**src/rtl/shift_pkg.sv**
```systemverilog
// Shared definitions for the iterative right-shift unit.
// Holds the default operand/count widths, Op encodings and the FSM state type.
// Imported by ror_iter and rr_stage.
package shift_pkg;

  localparam int WIDTH_DEF = 16;
  localparam int CNT_W_DEF = 4;

  localparam logic [1:0] OP_ROR = 2'b00;
  localparam logic [1:0] OP_SRL = 2'b01;
  localparam logic [1:0] OP_SRA = 2'b10;
  localparam logic [1:0] OP_RSV = 2'b11;

  typedef enum logic [1:0] {
    IDLE  = 2'd0,
    SHIFT = 2'd1,
    DONE  = 2'd2
  } state_t;

endpackage

```
**src/rtl/rr_stage.sv**
```systemverilog
// Single barrel stage: shifts data right by 2^k according to Op, or passes it through.
// Ports: data_i operand, k_i stage index, en_i stage enable (count bit k), op_i operation,
//        data_o result. Purely combinational; reserved Op and en_i = 0 both pass data unchanged.
module rr_stage
  import shift_pkg::*;
#(
  parameter int WIDTH = WIDTH_DEF,
  parameter int CNT_W = CNT_W_DEF,
  parameter int KW    = 2
) (
  input  logic [WIDTH-1:0] data_i,
  input  logic [KW-1:0]    k_i,
  input  logic             en_i,
  input  logic [1:0]       op_i,
  output logic [WIDTH-1:0] data_o
);

  logic [CNT_W-1:0] amt;

  always_comb begin
    amt    = {{(CNT_W-1){1'b0}}, 1'b1} << k_i;
    data_o = data_i;
    if (en_i) begin
      case (op_i)
        // Shifting the doubled word right leaves the rotated value in the low half.
        OP_ROR:  data_o = WIDTH'({data_i, data_i} >> amt);
        OP_SRL:  data_o = data_i >> amt;
        // Sign-extend to double width first so the shift pulls in copies of the MSB.
        OP_SRA:  data_o = WIDTH'({{WIDTH{data_i[WIDTH-1]}}, data_i} >> amt);
        default: data_o = data_i;
      endcase
    end
  end

endmodule

```
**src/rtl/ror_iter.sv**
```systemverilog
// Iterative right rotate / logical / arithmetic shift, one count bit per cycle (start/busy/done).
// Ports: clk, rst (async high), start, In, Cnt, Op in; busy, done (1-cycle pulse), Out, err out.
// Optional ROR_EARLY_EXIT_EN: finish as soon as no higher count bits remain (default: fixed CNT_W+1).
module ror_iter
  import shift_pkg::*;
#(
  parameter int WIDTH = WIDTH_DEF,
  parameter int CNT_W = CNT_W_DEF
) (
  input  logic             clk,
  input  logic             rst,
  input  logic             start,
  input  logic [WIDTH-1:0] In,
  input  logic [CNT_W-1:0] Cnt,
  input  logic [1:0]       Op,
  output logic             busy,
  output logic             done,
  output logic [WIDTH-1:0] Out,
  output logic             err
);

  localparam int KW = (CNT_W > 1) ? $clog2(CNT_W) : 1;

  state_t           state_q, state_d;
  logic [WIDTH-1:0] data_q,  data_d;
  logic [CNT_W-1:0] cnt_q,   cnt_d;
  logic [1:0]       op_q,    op_d;
  logic [KW-1:0]    k_q,     k_d;
  logic [WIDTH-1:0] out_q,   out_d;
  logic             err_q,   err_d;

  logic [WIDTH-1:0] stage_out;
  logic             last;

  rr_stage #(
    .WIDTH (WIDTH),
    .CNT_W (CNT_W),
    .KW    (KW)
  ) u_stage (
    .data_i (data_q),
    .k_i    (k_q),
    .en_i   (cnt_q[k_q]),
    .op_i   (op_q),
    .data_o (stage_out)
  );

`ifdef ROR_EARLY_EXIT_EN
  logic [CNT_W-1:0] rem;
`endif

  always_comb begin
    state_d = state_q;
    data_d  = data_q;
    cnt_d   = cnt_q;
    op_d    = op_q;
    k_d     = k_q;
    out_d   = out_q;
    err_d   = err_q;

    last = (k_q == KW'(CNT_W-1));
`ifdef ROR_EARLY_EXIT_EN
    // Bits above the current stage all clear: this stage is the final one that can change data.
    rem  = cnt_q >> k_q;
    last = last || ((rem >> 1) == '0);
`endif

    case (state_q)
      IDLE, DONE: begin
        if (start) begin
          data_d  = In;
          cnt_d   = Cnt;
          op_d    = Op;
          k_d     = '0;
          err_d   = 1'b0;
          state_d = SHIFT;
        end else begin
          state_d = IDLE;
        end
      end
      SHIFT: begin
        data_d = stage_out;
        k_d    = k_q + KW'(1);
        if (last) begin
          state_d = DONE;
          out_d   = stage_out;
          err_d   = (op_q == OP_RSV);
        end
      end
      default: state_d = IDLE;
    endcase
  end

  always_ff @(posedge clk or posedge rst) begin
    if (rst) begin
      state_q <= IDLE;
      data_q  <= '0;
      cnt_q   <= '0;
      op_q    <= '0;
      k_q     <= '0;
      out_q   <= '0;
      err_q   <= 1'b0;
    end else begin
      state_q <= state_d;
      data_q  <= data_d;
      cnt_q   <= cnt_d;
      op_q    <= op_d;
      k_q     <= k_d;
      out_q   <= out_d;
      err_q   <= err_d;
    end
  end

  assign busy = (state_q == SHIFT);
  assign done = (state_q == DONE);
  assign Out  = out_q;
  assign err  = err_q;

endmodule

```
**config.mk**
```make
export PLATFORM = sky130hd
export DESIGN_NAME = ror_iter
export DESIGN_NICKNAME = d
export VERILOG_FILES = /design/src/rtl/shift_pkg.sv /design/src/rtl/rr_stage.sv /design/src/rtl/ror_iter.sv
export SDC_FILE = /design/constraint.sdc
export NUM_CORES = 1
export LEC_CHECK = 0
export CELL_PAD_IN_SITES_DETAIL_PLACEMENT = 0
export CELL_PAD_IN_SITES_GLOBAL_PLACEMENT = 1
export CORE_ASPECT_RATIO = 0.8
export CORE_MARGIN = 2
export CORE_UTILIZATION = 39
export CTS_BUF_LIST = sky130_fd_sc_hd__clkbuf_8
export CTS_CLUSTER_SIZE = 10
export DETAILED_ROUTE_END_ITERATION = 10
export GPL_TIMING_DRIVEN = 0
export MAX_ROUTING_LAYER = met4
export PLACE_DENSITY = 0.75
export RECOVER_POWER = 50
export SYNTH_ARGS = -nofsm -noshare
export SYNTH_HDL_FRONTEND = slang
export SYNTH_HIERARCHICAL = 1
export SYNTH_SLANG_ARGS = --single-unit
```
**constraint.sdc**
```tcl
create_clock -name clk -period 6.1 [get_ports clk]
set_clock_uncertainty 0.1 [all_clocks]
set_input_delay 1.22 -clock clk [delete_from_list [all_inputs] [get_ports clk]]
set_output_delay 1.22 -clock clk [all_outputs]
set_load 0.02 [all_outputs]
```
==> metrics.md, run 1 <==
| Metric | Value |
|---|---|
| Root Buffer | clkbuf_8 |
| Buf/Inv on CP | 3 |
| Required time worst endpoint | approximately 6 ns |
| P_int | 1.13 mW |
| Slew Limit Fails | 42 |
| Drt drc | 0 |
| P_sw | around 0.84 mW |
| Min-delay worst type | reg -> reg |
| Crit start category | primary input |
| Sequential area share after synthesis | 42.0% |
| Core footprint | between 6000 and 7000 sq um |
| Number of hold buffers added after CTS | 0 |
| Top Ports | 44 |
| Dominant cells by area after synthesis | dfrtp_1, nand2_1, mux2_2 |
| Top cell type's share of synthesized area | between 40% and 50% |
| Most common cell after layout, fill and taps aside | nand2_1 |
| CP max stage delay | roughly 1.6 ns |
| Clk slew on worst S/H paths | roughly 0.08 ns |
| Worst path top cell family by delay | buffers and inverters |
| Worst EP arrival | around 3.5 ns |
| Initial detailed-routing violation count | ~120 |
| Clock sinks | 43 |
| Maximum VDD drop | between 200 and 300 uV |
| PortBufs | 43 |
| Sw Share | between 40 and 50% |
| Synth-to-Final Area Change | 23.9% |
| Die Wd | 94.6 microns |
| Cells after synthesis | 248 |
| Sequential power share | ~29% |
| Layout cells sized above 1 | 19.1% |
| GR Overflow Total | 0 |
| DR pass1 iterations | 4 |
| Yosys cell types | 34 |
| CTS resizes | 0 |
| FF+latch count, synth | 43 |
| Post-detail-place hpwl | between 4000 and 5000 microns |
| Starting Density | about two fifths |
| Synthesized area | around 2600 sq um |
| Final WS setup | around 2.5 ns |
| Syn nets | 276 |
| Row count | 26 |
| CTS tree | done |
| Crit path kind | in -> async |
| LEAKAGE | about 1.4 nW |
| Worst-Margin Slew | around 2.2 ns |
| Max Root-Sink Buffers | 2 |
| Die Area | 7240 sq um |
| Clock power frac | under 10% |
| # Post-CTS Setup Buffers | 0 |
| PwrDens | approximately 620 nW/um^2 |
| Combinational share of power | around three fifths |
| Vias in the first global route | just over 2000 |
| CP Capture Type | asynchronous set/reset pin |
| RSZ-0062 raised after global routing | false |
| Setup WS pre-CTS | 3.42 ns |
| Period Utilization, post-route | approximately 59% |
| Synthesis Warnings | 6 |
| Antenna diodes | 0 |
| Drt wl/cell | roughly 17 microns |
| Crit path cell chain | dlygate4sd3_1 -> inv_1 -> clkbuf_1 |
| Final nets | around 330 |
| Final Hold Vio Count | 0 |
| Max Cap Violations | 1 |
| Drt via density | approximately 5.2 |
| Largest net degree at the start of global routing | 42 |
| Slowest CP cell | clkbuf_1 |
| Die Height | around 77 microns |
| Clk_lat worst skew | ~0.29 ns |
| Number of CTS-inserted buffers | 5 |
| CP max FO | roughly 40 |
| GPL Wtd Cong | between 0.8 and 0.9 |
| First-pass GRT wire length | ~11000 microns |
| Maximum clock frequency | 0.276 GHz |
| Max_slew headroom | -48.0% |
| Htree depth | 2 |
| # setup viols final | 0 |
| Fin crit period | about 3.6 ns |
| Via Count | 1988 |
| Syn_area_per_cell | approximately 10 sq um |
| ANT nets after route | 0 |
| DRT Wirelength | 6350 microns |
| Outcome | finished, violations left |
| Gr usage total | 19.8% |
| Failing checks | max-capacitance violations, max-slew violations |
| Commonest non-fill, non-tap cells in the layout | nand2_1, dfrtp_1, clkdlybuf4s50_1 |
| Fin Setup TNS | 0 ns |
| Post-synth top area cell | dfrtp_1 |
| Antenna violations before repair | 0 |
## per-layer routing
layer | track usage (%) | vias to the layer above | part of all wire [%] | wire (microns)
li1 | - | 976 | - | -
met1 | 30.2 | 954 | 51 | 3250
met3 | 3.26 | 2 | 4.8 | 307
met2 | 27.9 | 56 | 44 | 2770
met5 | - | - | 0 | 0
met4 | 4.06 | 0 | 0.39 | 25
## synthesized netlist by cell type (all sizes together)
master	number
nor2b	1
ha	3
a31oi	16
mux4	11
inv	4
mux2	28
nand3b	1
o21ai	9
o22a	1
a41oi	1
a32oi	1
o31ai	2
dfrtp	43
nor2	19
nand3	3
a21oi	2
nand2b	5
a22o	1
a22oi	2
clkbuf	4
nand2	64
a211oi	2
a221oi	1
o22ai	1
mux2i	3
a32o	1
and2b	2
nand4b	1
buf	16
## final timing paths
kind | to | startpoint | slack (ns) | depth (start not counted)
worst max-delay path | data_q[15]$_DFFE_PP0P_ | rst | 2.48 | 3
worst min-delay path | cnt_q[3]$_DFFE_PP0P_ | cnt_q[3]$_DFFE_PP0P_ | 0.38 | 2
worst max register to register | Out[5]$_DFFE_PP0P_ | k_q[0]$_DFFE_PP0P_ | 3.59 | 5
worst min register to register | cnt_q[3]$_DFFE_PP0P_ | cnt_q[3]$_DFFE_PP0P_ | 0.38 | 2
max in group clk | busy | state_q[1]$_DFFE_PP0P_ | 3.11 | 4
min in group asynchronous | Out[5]$_DFFE_PP0P_ | rst | 1.12 | 2
## cell families after synthesis
group | count (synthesis) | share of synthesized area [%]
AND/OR/NAND/NOR | 96 | 15.5
flip-flops | 43 | 42.0
multiplexers | 42 | 24.5
AO/OA/AOI/OAI | 40 | 10.2
buffers and inverters | 24 | 6.40
adder cells (fa/ha/maj) | 3 | 1.46
## metrics by stage
stage / power [mW] / utilization, % / cells / area, sq um / hold slack, ns
2_1_floorplan: 1.44 / - / 248 / 2560 / 0.340
3_3_place_gp: 1.79 / 48.6 / 375 / 3100 / 0.354
3_5_place_dp: 1.80 / 48.9 / 376 / 3120 / 0.366
4_1_cts: 1.99 / 50.3 / 383 / 3210 / 0.385
5_1_grt: 2.16 / 49.8 / 383 / 3170 / 0.428
6_report: 1.97 / 49.8 / 383 / 3170 / 0.381
## layout make-up
cell class | instances | area [sq um]
Clock inverter | 1 | 5.00
Fill cell | 610 | 3200
Clock buffer | 6 | 82.6
Tap cell | 84 | 105
Inverter | 4 | 15.0
Timing Repair Buffer | 44 | 434
Sequential cell | 43 | 1080
Buffer | 20 | 135
Multi-Input combinational cell | 181 | 1320
## flip-flops by register name (all words and copies together) (netlist names)
register and flops:
cnt_q 4, op_q 2, k_q 2, err 1, state_q 2, Out 16
data_q 16
## power by group through the flow
stage	sequential [mW]	clock [mW]	combinational, mW
floorplan	0.591	0	0.844
global placement	0.577	0	1.21
detailed placement	0.577	0	1.22
CTS	0.574	0.190	1.23
global route	0.597	0.204	1.36
finish	0.573	0.184	1.21
## worst register-to-register path: stages (launching register included)
cell      delay, ns
dfrtp_1        0.45
mux4_2         0.55
nand2b_1       0.13
clkbuf_1       0.48
mux2_2         0.43
mux2_4         0.27
Power figures use the tool's default switching activity.
==> run 2, diff against run 1 <==
--- a/config.mk
+++ b/config.mk
@@ -9,13 +9,13 @@
 export CELL_PAD_IN_SITES_GLOBAL_PLACEMENT = 1
 export CORE_ASPECT_RATIO = 0.8
 export CORE_MARGIN = 2
-export CORE_UTILIZATION = 39
+export CORE_UTILIZATION = 38
 export CTS_BUF_LIST = sky130_fd_sc_hd__clkbuf_8
 export CTS_CLUSTER_SIZE = 10
 export DETAILED_ROUTE_END_ITERATION = 10
 export GPL_TIMING_DRIVEN = 0
 export MAX_ROUTING_LAYER = met4
-export PLACE_DENSITY = 0.75
+export PLACE_DENSITY = 0.76
 export RECOVER_POWER = 50
 export SYNTH_ARGS = -nofsm -noshare
 export SYNTH_HDL_FRONTEND = slang
==> constraint.sdc (replaced) <==
create_clock -name clk -period 2.94 [get_ports clk]
set_clock_uncertainty 0.1 [all_clocks]
set_input_delay 0.588 -clock clk [delete_from_list [all_inputs] [get_ports clk]]
set_output_delay 0.588 -clock clk [all_outputs]
set_load 0.02 [all_outputs]
==> metrics.md, run 2 (synthesis results as in run 1) <==
| Metric | Value |
|---|---|
| Sequential power share | between 20% and 30% |
| # Post-CTS Setup Buffers | 0 |
| Worst path top cell family by delay | multiplexers |
| Top Ports | 44 |
| Clock power frac | between 10% and 20% |
| CTS resizes | 0 |
| Period Utilization, post-route | between 80% and 90% |
| P_int | 2.37 mW |
| Reg2reg setup slack | between 0.4 and 0.5 ns |
| Worst EP arrival | around 2.6 ns |
| CTS tree | done |
| Die Area | 7420 sq um |
| LEAKAGE | between 1 and 1.5 nW |
| Multi-input logic area | 1320 sq um |
| Final Hold Vio Count | 0 |
| Crit path kind | reg -> reg |
| Post-detail-place hpwl | 4620 microns |
| Combinational share of power | between 60% and 70% |
| Slowest CP cell | mux4_2 |
| Drt wl/cell | roughly 16 microns |
| Clk_lat worst skew | approximately 0.30 ns |
| Vias in the first global route | a little over 2000 |
| PwrDens | 1280 nW/um^2 |
| Slew Limit Fails | 0 |
| CP max FO | 10 |
| Fill count | roughly 610 |
| Buf/Inv on CP | 1 |
| Gr usage total | roughly a fifth |
| Fin Setup TNS | 0 ns |
| Initial detailed-routing violation count | around 110 |
| Maximum VDD drop | between 400 and 500 uV |
| Outcome | finished clean |
| Min-delay worst type | reg -> reg |
| Synth-to-Final Area Change | 25.4% |
| Required time worst endpoint | 3.02 ns |
| ANT nets after route | 0 |
| Cell area after layout | approximately 3200 sq um |
| Commonest non-fill, non-tap cells in the layout | nand2_1, dfrtp_1, clkdlybuf4s50_1 |
| Drt drc | 0 |
| Antenna diodes | 0 |
| Die Height | roughly 77 microns |
| Crit-path most repeated cell | mux2_2 |
| Htree depth | 2 |
| Worst-Margin Slew | around 0.90 ns |
| Final nets | about 330 |
| DR pass1 iterations | 4 |
| Row count | 26 |
| DP Area | about 3100 sq um |
| P_sw | 1.75 mW |
| Fin crit period | roughly 2.5 ns |
| DRT Wirelength | between 6000 and 7000 microns |
| Layout cells sized above 1 | between 20% and 30% |
| Number of CTS-inserted buffers | 5 |
| Most common cell after layout, fill and taps aside | nand2_1 |
| Max_slew headroom | between 40% and 50% |
| Pwr Total | roughly 4.1 mW |
| RSZ-0062 raised after global routing | false |
| Fin cells | 384 |
| Core footprint | 6440 sq um |
| CP Capture Type | flop |
| Starting Density | roughly two fifths |
| DP Cell Count | 376 |
| Clk slew on worst S/H paths | around 0.080 ns |
| Antenna violations before repair | 0 |
| Crit start category | flop |
| # setup viols final | 0 |
| Die Wd | roughly 96 microns |
| Maximum clock frequency | 0.397 GHz |
| GPL Wtd Cong | 0.906 |
| Clock sinks | 43 |
| Root Buffer | clkbuf_8 |
| FF/Latch Area | approximately 1100 sq um |
| Crit path cell chain | mux4_2 -> nand2b_1 -> clkbuf_1 -> mux2_2 -> mux2_2 |
| Sw Share | a little over two fifths |
| Via Count | a little over 2000 |
| Largest net degree at the start of global routing | 23 |
| Max Cap Violations | 0 |
| Drt via density | about 5.2 |
| First-pass GRT wire length | ~11000 microns |
| Max Root-Sink Buffers | 2 |
| Util after Layout | roughly half |
| PortBufs | 43 |
| CP max stage delay | between 0.5 and 0.6 ns |
| GR Overflow Total | 0 |
| Number of hold buffers added after CTS | 0 |
[run 2: cell type report]
type                       count  area share [%]
sequential                    43            33.5
timing repair buffer          44            14.3
inverter                       4           0.467
multi-input combinational    181            41.2
clock buffer                   7            3.00
tap                           84            3.27
buffer                        20            4.24
clock inverter                 1           0.117
[run 2: worst paths after layout]
check / startpoint / endpoint / depth (start not counted)
setup / recovery: k_q[0]$_DFFE_PP0P_ / Out[6]$_DFFE_PP0P_ / 5
hold / removal: cnt_q[3]$_DFFE_PP0P_ / cnt_q[3]$_DFFE_PP0P_ / 2
setup reg to reg: k_q[0]$_DFFE_PP0P_ / Out[6]$_DFFE_PP0P_ / 5
hold reg to reg: cnt_q[3]$_DFFE_PP0P_ / cnt_q[3]$_DFFE_PP0P_ / 2
max in group asynchronous: rst / data_q[0]$_DFFE_PP0P_ / 3
min in group asynchronous: rst / cnt_q[0]$_DFFE_PP0P_ / 2
[run 2: worst min-delay path, stage by stage, from the launching register on]
cell,delay (ns)
dfrtp_1,0.35
nand2_1,0.05
nand2_1,0.05
[run 2: power by group through the flow]
stage	sequential (mW)	clock, mW	combinational [mW]
after global routing	1.24	0.453	2.79
after floorplan	1.23	0	1.75
final	1.19	0.413	2.52
after CTS	1.19	0.425	2.55
after detailed placement	1.20	0	2.54
after global placement	1.20	0	2.51
[run 2: per-stage QoR]
step | hold WS, ns | setup slack [ns]
6_report | 0.376 | 0.421
5_1_grt | 0.401 | 0.304
4_1_cts | 0.378 | 0.407
3_5_place_dp | 0.357 | 0.424
3_3_place_gp | 0.352 | 0.293
2_1_floorplan | 0.340 | 0.696
[run 2: per-layer routing]
metal	share of wire, %	global-route usage, %	routed length (microns)	up-vias
met2	44	27.5	2800	51
met3	4.3	3.30	275	5
met5	0	-	0	-
met1	51	28.7	3220	978
met4	0.66	3.86	42	0
li1	-	-	-	978
==> run 3, diff against run 2 <==
--- a/config.mk
+++ b/config.mk
@@ -9,14 +9,16 @@
 export CELL_PAD_IN_SITES_GLOBAL_PLACEMENT = 1
 export CORE_ASPECT_RATIO = 0.8
 export CORE_MARGIN = 2
-export CORE_UTILIZATION = 38
+export CORE_UTILIZATION = 39
 export CTS_BUF_LIST = sky130_fd_sc_hd__clkbuf_8
 export CTS_CLUSTER_SIZE = 10
 export DETAILED_ROUTE_END_ITERATION = 10
+export DONT_BUFFER_PORTS = 1
 export GPL_TIMING_DRIVEN = 0
 export MAX_ROUTING_LAYER = met4
-export PLACE_DENSITY = 0.76
+export PLACE_DENSITY = 0.67
 export RECOVER_POWER = 50
+export SLEW_MARGIN = 20
 export SYNTH_ARGS = -nofsm -noshare
 export SYNTH_HDL_FRONTEND = slang
 export SYNTH_HIERARCHICAL = 1
==> metrics.md, run 3 (synthesis results as in run 1) <==
| Metric | Value |
|---|---|
| Outcome | finished clean |
| Fin crit period | between 2 and 3 ns |
| Routing usage on met3 | under 10% |
| P_int | about 2.3 mW |
| Root Buffer | clkbuf_8 |
| Die Wd | approximately 95 microns |
| Antenna diodes | 0 |
| Drt wl/cell | 19.0 microns |
| Gr usage total | about a fifth |
| Number of hold buffers added after CTS | 0 |
| RSZ-0062 raised after global routing | false |
| Largest net degree at the start of global routing | 26 |
| Starting Density | between 40% and 50% |
| Number of CTS-inserted buffers | 5 |
| Antenna violations before repair | 0 |
| Fin Setup TNS | 0 ns |
| LEAKAGE | between 1 and 1.5 nW |
| DRT Wirelength | between 6000 and 7000 microns |
| Die Height | 76.5 microns |
| Commonest non-fill, non-tap cells in the layout | nand2_1, dfrtp_1, mux2_2 |
| Htree depth | 2 |
| Clk_lat worst skew | around 0.3 ns |
| Row count | 26 |
| Top Ports | 44 |
| Sw Share | a little over two fifths |
| Min-delay worst type | in -> async |
| Layout cells sized above 1 | between 20% and 30% |
| Crit path cell chain | mux4_2 -> nand2b_1 -> clkbuf_1 -> mux2_2 -> mux2_4 |
| Drt drc | 0 |
| Die Area | roughly 7200 sq um |
| PwrDens | approximately 1400 nW/um^2 |
| Worst-Margin Slew | 1.37 ns |
| CTS resizes | 0 |
| GR Util met1 | between 20 and 30% |
| CTS tree | done |
| GPL Wtd Cong | around 0.94 |
| Vias in the first global route | between 1500 and 2000 |
| Core footprint | 6380 sq um |
| Maximum VDD drop | just under 500 uV |
| Drt via density | between 5 and 6 |
| Final nets | around 280 |
| Period Utilization, post-route | 87.2% |
| First-pass GRT wire length | 10700 microns |
| Required time worst endpoint | about 3.0 ns |
| Final Hold Vio Count | 0 |
| # setup viols final | 0 |
| Max_slew headroom | 8.79% |
| Sequential power share | 33.4% |
| Max Root-Sink Buffers | 2 |
| Synth-to-Final Area Change | 9.23% |
| P_sw | about 1.7 mW |
| Via Count | between 1500 and 2000 |
| Slowest CP cell | mux4_2 |
| Slew Limit Fails | 0 |
| ANT nets after route | 0 |
| Clock power frac | roughly 14% |
| Gr busiest metal | met1 |
| CP Capture Type | flop |
| # Post-CTS Setup Buffers | 0 |
| Met2 usage | approximately 29% |
| Crit path kind | reg -> reg |
| Clock sinks | 43 |
| Worst EP arrival | 2.65 ns |
| Final WS setup | approximately 0.38 ns |
| Clk slew on worst S/H paths | 0.09 ns |
| Maximum clock frequency | 0.390 GHz |
| PortBufs | 0 |
| Initial detailed-routing violation count | between 100 and 150 |
| Crit start category | flop |
| Max Cap Violations | 0 |
| GR Overflow Total | 0 |
| Most common cell after layout, fill and taps aside | nand2_1 |
| Post-detail-place hpwl | ~4600 microns |
| CP max stage delay | around 0.56 ns |
| DR pass1 iterations | 5 |
| Setup WS pre-CTS | 0.354 ns |
| CP max FO | 10 |
| Combinational share of power | a little over half |
run 3: layout make-up:
class	instances	area, sq um
buffer	20	144
tap	84	105
clock buffer	5	68.8
multi-input combinational	181	1320
fill	672	3580
sequential	43	1080
inverter	4	15.0
clock inverter	3	63.8
timing repair buffer	1	3.75
run 3: path summary, 6_finish.rpt:
| path | startpoint | to | slack (ns) | cells past startpoint |
|---|---|---|---|---|
| max | k_q[0]$_DFFE_PP0P_ | Out[2]$_DFFE_PP0P_ | 0.38 | 5 |
| min | rst | data_q[9]$_DFFE_PP0P_ | 0.20 | 1 |
| max reg2reg | k_q[0]$_DFFE_PP0P_ | Out[2]$_DFFE_PP0P_ | 0.38 | 5 |
| min reg2reg | cnt_q[2]$_DFFE_PP0P_ | cnt_q[2]$_DFFE_PP0P_ | 0.37 | 2 |
| max in group asynchronous | rst | op_q[1]$_DFFE_PP0P_ | 0.83 | 2 |
| min in group clk | Cnt[2] | cnt_q[2]$_DFFE_PP0P_ | 0.29 | 2 |
run 3: metal layers:
metal | routed length [microns] | part of all wire (%)
met1 | 3170 | 49
met3 | 323 | 5.0
met2 | 2930 | 45
met4 | 61 | 0.94
met5 | 0 | 0
run 3: critical path: cells and delay by family (launching register included):
family                 cells  cell delay (ns)
buffers and inverters      1             0.49
flip-flops                 1             0.48
multiplexers               3             1.25
AND/OR/NAND/NOR            1             0.13
run 3: per-stage QoR:
stage | instance area [sq um] | util, % | total power [mW] | std cells | hold slack (ns)
after CTS | 2820 | 44.2 | 4.07 | 341 | 0.0804
after global routing | 2800 | 43.9 | 4.38 | 341 | 0.262
after floorplan | 2560 | - | 2.98 | 248 | 0.340
final | 2800 | 43.9 | 4.02 | 341 | 0.205
after global placement | 2670 | 41.8 | 3.47 | 332 | 0.360
after detailed placement | 2690 | 42.2 | 3.49 | 333 | 0.362
run 3: power groups by stage:
stage / sequential (mW) / clock [mW] / combinational (mW)
2_1_floorplan: 1.23 / 0 / 1.75
3_3_place_gp: 1.35 / 0 / 2.12
3_5_place_dp: 1.35 / 0 / 2.14
4_1_cts: 1.35 / 0.562 / 2.16
5_1_grt: 1.39 / 0.595 / 2.39
6_report: 1.34 / 0.552 / 2.13
